==> src/rtl/m_ledpwm_defs.sv <==
// Shared register indices and limits for the LED PWM block; firmware headers mirror these values.
package m_ledpwm_defs;

    typedef enum logic [3:0] {
        REG_CTRL   = 4'd0,
        REG_STATIC = 4'd1,
        REG_MODE   = 4'd2,
        REG_DUTY0  = 4'd3
    } reg_idx_e;

    localparam int NCH_MAX        = 12;
    localparam int CTRL_EN_BIT    = 0;
    localparam int CTRL_PRESC_LSB = 8;

    function automatic logic [3:0] duty_index(input int k);
        return 4'(REG_DUTY0) + 4'(k);
    endfunction

endpackage

==> src/rtl/m_ledpwm_ch.sv <==
// One LED channel: programmed duty, active duty, compare and registered drive.
// With LEDPWM_SHADOW_EN the active duty is a shadow copy refreshed at period start or while disabled.
module m_ledpwm_ch
    import m_ledpwm_defs::*;
#(
    parameter int PWMW = 8
) (
    input  logic            CLK_I,
    input  logic            nRST_I,
    input  logic            i_en,
    input  logic            i_mode,
    input  logic            i_static,
    input  logic            i_wr,
    input  logic [PWMW-1:0] i_wdata,
    input  logic            i_pstart,
    input  logic [PWMW-1:0] i_cnt,
    output logic [PWMW-1:0] o_prog,
    output logic            o_led
);

    logic [PWMW-1:0] r_prog;
    logic [PWMW-1:0] w_active;
    logic            w_led_nxt;
    logic            r_led;

    // Programmed duty as last written by software
    always_ff @(posedge CLK_I or negedge nRST_I) begin
        if (!nRST_I) begin
            r_prog <= {PWMW{1'b0}};
        end else if (i_wr) begin
            r_prog <= i_wdata;
        end else begin
            r_prog <= r_prog;
        end
    end

`ifdef LEDPWM_SHADOW_EN
    logic [PWMW-1:0] r_active;

    // Shadow load; a write landing on the period-start tick wins over the old value
    always_ff @(posedge CLK_I or negedge nRST_I) begin
        if (!nRST_I) begin
            r_active <= {PWMW{1'b0}};
        end else if (!i_en || i_pstart) begin
            r_active <= i_wr ? i_wdata : r_prog;
        end else begin
            r_active <= r_active;
        end
    end

    assign w_active = r_active;
`else
    logic w_unused;

    assign w_unused = i_pstart;
    assign w_active = r_prog;
`endif

    // PWM compare or static level
    always_comb begin
        w_led_nxt = 1'b0;
        if (i_en && i_mode) begin
            w_led_nxt = (i_cnt < w_active);
        end else begin
            w_led_nxt = i_static;
        end
    end

    // Output register
    always_ff @(posedge CLK_I or negedge nRST_I) begin
        if (!nRST_I) begin
            r_led <= 1'b0;
        end else begin
            r_led <= w_led_nxt;
        end
    end

    assign o_prog = r_prog;
    assign o_led  = r_led;

endmodule

==> src/rtl/m_ledpwm.sv <==
// Wishbone-mapped LED PWM controller: prescaler, shared PWM counter and NCH channels.
// Build option LEDPWM_SHADOW_EN: duty updates are deferred to the next period start.
module m_ledpwm
    import m_ledpwm_defs::*;
#(
    parameter int NCH    = 4,
    parameter int PWMW   = 8,
    parameter int PRESCW = 8
) (
    input  logic            CLK_I,
    input  logic            nRST_I,
    input  logic            STB_I,
    input  logic            WE_I,
    input  logic [3:0]      ADR_I,
    input  logic [31:0]     DAT_I,
    output logic [31:0]     DAT_O,
    output logic            ACK_O,
    output logic [NCH-1:0]  led_o
);

    localparam logic [PWMW-1:0]   CNT_ONE   = {{(PWMW-1){1'b0}}, 1'b1};
    localparam logic [PRESCW-1:0] PRESC_ONE = {{(PRESCW-1){1'b0}}, 1'b1};

    if (NCH < 1 || NCH > NCH_MAX) begin : g_bad_nch
        $error("m_ledpwm: NCH out of range");
    end

    logic              r_en;
    logic [PRESCW-1:0] r_presc;
    logic [NCH-1:0]    r_static;
    logic [NCH-1:0]    r_mode;
    logic [PRESCW-1:0] r_presc_cnt;
    logic [PWMW-1:0]   r_cnt;
    logic              r_ack;
    logic [31:0]       r_dat;

    logic              w_access;
    logic              w_wr;
    logic              w_tick;
    logic              w_pstart;
    logic [NCH-1:0]    w_duty_sel;
    logic [NCH-1:0]    w_duty_wr;
    logic [PWMW-1:0]   w_prog [NCH];
    logic [31:0]       w_rdata;
    logic              w_unused;

    // The first strobe cycle of an access is the only one that commits
    assign w_access = STB_I & ~r_ack;
    assign w_wr     = w_access & WE_I;
    assign w_tick   = r_en & (r_presc_cnt == {PRESCW{1'b0}});
    assign w_pstart = w_tick & (&r_cnt);
    assign w_unused = ^DAT_I;

    // Control, static and mode registers
    always_ff @(posedge CLK_I or negedge nRST_I) begin
        if (!nRST_I) begin
            r_en     <= 1'b0;
            r_presc  <= {PRESCW{1'b0}};
            r_static <= {NCH{1'b0}};
            r_mode   <= {NCH{1'b0}};
        end else if (w_wr) begin
            case (ADR_I)
                REG_CTRL: begin
                    r_en    <= DAT_I[CTRL_EN_BIT];
                    r_presc <= DAT_I[CTRL_PRESC_LSB +: PRESCW];
                end
                REG_STATIC: r_static <= DAT_I[NCH-1:0];
                REG_MODE:   r_mode   <= DAT_I[NCH-1:0];
                default: begin
                    r_en <= r_en;
                end
            endcase
        end else begin
            r_en <= r_en;
        end
    end

    // Prescaler and PWM counter; both parked at zero while disabled
    always_ff @(posedge CLK_I or negedge nRST_I) begin
        if (!nRST_I) begin
            r_presc_cnt <= {PRESCW{1'b0}};
            r_cnt       <= {PWMW{1'b0}};
        end else if (!r_en) begin
            r_presc_cnt <= {PRESCW{1'b0}};
            r_cnt       <= {PWMW{1'b0}};
        end else if (w_tick) begin
            r_presc_cnt <= r_presc;
            r_cnt       <= r_cnt + CNT_ONE;
        end else begin
            r_presc_cnt <= r_presc_cnt - PRESC_ONE;
            r_cnt       <= r_cnt;
        end
    end

    for (genvar k = 0; k < NCH; k++) begin : g_ch
        assign w_duty_sel[k] = (ADR_I == duty_index(k));
        assign w_duty_wr[k]  = w_wr & w_duty_sel[k];

        m_ledpwm_ch #(
            .PWMW(PWMW)
        ) u_ch (
            .CLK_I    (CLK_I),
            .nRST_I   (nRST_I),
            .i_en     (r_en),
            .i_mode   (r_mode[k]),
            .i_static (r_static[k]),
            .i_wr     (w_duty_wr[k]),
            .i_wdata  (DAT_I[PWMW-1:0]),
            .i_pstart (w_pstart),
            .i_cnt    (r_cnt),
            .o_prog   (w_prog[k]),
            .o_led    (led_o[k])
        );
    end

    // Read mux; unmapped indices fall through to zero
    always_comb begin
        w_rdata = 32'd0;
        case (ADR_I)
            REG_CTRL: begin
                w_rdata[CTRL_EN_BIT]               = r_en;
                w_rdata[CTRL_PRESC_LSB +: PRESCW]  = r_presc;
            end
            REG_STATIC: w_rdata[NCH-1:0] = r_static;
            REG_MODE:   w_rdata[NCH-1:0] = r_mode;
            default: begin
                for (int k = 0; k < NCH; k++) begin
                    w_rdata = w_rdata | ({32{w_duty_sel[k]}} & 32'(w_prog[k]));
                end
            end
        endcase
    end

    // Bus handshake: one wait state, single-cycle acknowledge
    always_ff @(posedge CLK_I or negedge nRST_I) begin
        if (!nRST_I) begin
            r_ack <= 1'b0;
            r_dat <= 32'd0;
        end else begin
            r_ack <= w_access;
            r_dat <= w_access ? w_rdata : 32'd0;
        end
    end

    assign ACK_O = r_ack;
    assign DAT_O = r_dat;

endmodule

==> config.mk <==
export PLATFORM = sky130hd
export DESIGN_NAME = m_ledpwm
export DESIGN_NICKNAME = d
export VERILOG_FILES = /design/src/rtl/m_ledpwm_defs.sv /design/src/rtl/m_ledpwm_ch.sv /design/src/rtl/m_ledpwm.sv
export SDC_FILE = /design/constraint.sdc
export NUM_CORES = 1
export LEC_CHECK = 0
export ABC_CLOCK_PERIOD_IN_PS = 1900
export CORE_MARGIN = 1
export CORE_UTILIZATION = 35
export DETAILED_ROUTE_END_ITERATION = 8
export PLACE_DENSITY_LB_ADDON = 0.25
export SETUP_SLACK_MARGIN = 0.4
export SYNTH_ARGS = -nofsm -noshare
export SYNTH_HDL_FRONTEND = slang
export SYNTH_HIERARCHICAL = 1
export SYNTH_SLANG_ARGS = --single-unit
export TNS_END_PERCENT = 30
==> constraint.sdc <==
create_clock -name CLK_I -period 1.9 [get_ports CLK_I]
set_clock_uncertainty 0.05 [all_clocks]
set_input_delay 0.38 -clock CLK_I [delete_from_list [all_inputs] [get_ports CLK_I]]
set_output_delay 0.38 -clock CLK_I [all_outputs]
set_load 0.05 [all_outputs]
==> flow_summary.yaml <==
routing:
  finalWirelength_um: 12930
  drcViolationCount: 0
  vias_per_cell: 5.202
  ant_nets: 0
  vias: 3834
  first_pass_iters: 4
  drtIter0Drc: 137
  routedWlPerCell_um: 17.55
final_layout:
  postLayoutCoreUtil_pct: 48.37
  final_common_cell: "dfrtp_1"
  instances_no_fill: 737
  antenna_cells: 0
  fin_nets: 632
  drive_gt1_share_pct: 26.90
  final_cell_mix: "dfrtp_1 (83), buf_4 (68), inv_1 (40)"
  fillCellCount: 1165
  syn_to_final_growth_pct: 32.92
  fin_area_mm2: 0.006203
global_routing:
  grt_usage_pct: 19.52
  grt_pass1_vias: 3940
  grt_overflow_total: 0
  grt_max_degree: 31
  grt_pass1_wl_um: 20570
  antenna_found_initial: 0
power:
  peakVddDrop_mv: 0.8494
  combPwrFrac_pct: 39.5
  internal_power_mw: 4.458
  pwr-share-seq_pct: 35.3
  clockPowerShare_pct: 25.2
  p_leak_nw: 2.865
  power.density_mw_per_mm2: 1119
  swShare_pct: 35.76
  switchingPower_mw: 2.482
clocking:
  clock_latency_ps: 340
  cts_tree: "yes"
  h-tree-depth: 3
  cts_buffers: 9
  cts_buffer_depth: 2
  cts.clk_slew.worst_paths_ps: 60
  cts.sinks: 86
  cts_root_buf: "clkbuf_16"
run:
  maxCapViolCount: 0
sta:
  setup_viol: 0
  fmax_mhz: 563.4
  hold_viol_final: 0
  period_share_pct: 93.43
  period_needed_ps: 1775
  final_max_slew_viol_count: 0
  rsz0062_at_grt: "yes"
setup_path:
  crit_arrival_ps: 1990
  worstPathCellList: "inv_2, ha_4, or3b_4, or4_1, a21oi_1"
  critPathMaxStageDelay_ps: 470
  cp-start-kind: "flop"
  crit_path_max_fanout: 7
  r2r_cells: 5
  cp.required_ps: 2120
  endpoint_kind: "flop"
  criticalPathCategory: "reg -> reg"
  slowest_stage: "or4_1"
die:
  die-area_mm2: 0.01380
  die_x_um: 117.5
  core_region_area_mm2: 0.01282
  start_util_pct: 36.39
  rows: 41
  ios: 77
  fp.dieH_um: 117.5
placed_design:
  dp.cells: 705
  port_buffers: 44
  place_congestion: 0.8887
  hpwl_um: 9414
  postPlaceCellArea_mm2: 0.005597
yosys:
  yosysWarnings: 6
  synth_area_mm2: 0.004667
  avgSynthCellArea_um2: 10.12
  synth_cells: 461
worst_hold_path:
  hold_depth: 1
  hold_class: "reg -> reg"
run_status:
  status: "complete, no violations"
## sequential cells by signal, indices dropped and copies added (netlist names)
name / cells
g_ch.u_ch/o_prog: 32
DAT_O: 16
r_cnt: 8
r_presc: 8
r_presc_cnt: 8
g_ch.u_ch/o_led: 4
r_mode: 4
r_static: 4
ACK_O: 1
r_en: 1
## critical path, delay by kind of cell (launching register included)
kind | cells | cell delay (ps)
and+or+nand+nor | 2 | 900
AOI/OAI and AO/OA | 1 | 130
adders and majority gates | 1 | 140
buffers and inverters | 1 | 90
DFF | 1 | 400
## stage by stage
step	TNS (ps)	setup slack, ps	power [mW]	hold slack [ps]
finish	0	124.9	6.940	463.1
global route	0	86.35	7.322	494.2
CTS	0	142.2	6.813	467.2
detailed placement	-13930	-328.7	4.721	296.7
global placement	-13330	-298.3	4.642	295.5
floorplan	0	152.4	3.998	34.41
## final timing paths
kind	start	endpoint	slack, ps
max	r_presc_cnt[0]	r_cnt[3]	120
min	r_presc[1]	DAT_O[9]	460
max reg2reg	r_presc_cnt[0]	r_cnt[3]	120
min reg2reg	r_presc[1]	DAT_O[9]	460
max in group asynchronous	nRST_I	r_presc_cnt[7]	800
min in group asynchronous	nRST_I	g_ch[0].u_ch/o_prog[1]	480
## layout make-up
type / instances / area (um^2) / area share [%]
Clock buffer: 11 / 242.7 / 3.913
Clock inverter: 4 / 47.55 / 0.7664
Inverter: 48 / 180.2 / 2.904
Multi-Input combinational cell: 312 / 2452 / 39.53
Sequential cell: 86 / 2156 / 34.75
Tap cell: 172 / 215.2 / 3.469
Timing Repair Buffer: 104 / 909.6 / 14.66
## power groups by stage
stage	combinational, mW	clock (mW)	sequential [mW]
final	2.74	1.75	2.45
after detailed placement	2.27	0	2.45
after global placement	2.20	0	2.44
after global routing	2.98	1.86	2.48
after CTS	2.60	1.78	2.43
after floorplan	1.52	0	2.48
## layer usage
metal	vias to the layer above	track usage (%)	share of wire [%]
met5	-	0	0
met4	0	5.849	1.4
met3	12	4.797	4.6
met2	88	32.80	49
met1	1910	24.74	45
li1	1824	-	-
## timing repair
action                                  CTS  global route
buffers inserted                         12             3
hold buffers                              1             0
pin swaps                                10            12
hold endpoints to repair                 28             0
endpoints found under the setup margin   89            76
resized for setup                        42            14
gates cloned                              1             0
No activity file was read; power rests on OpenSTA's default activity.
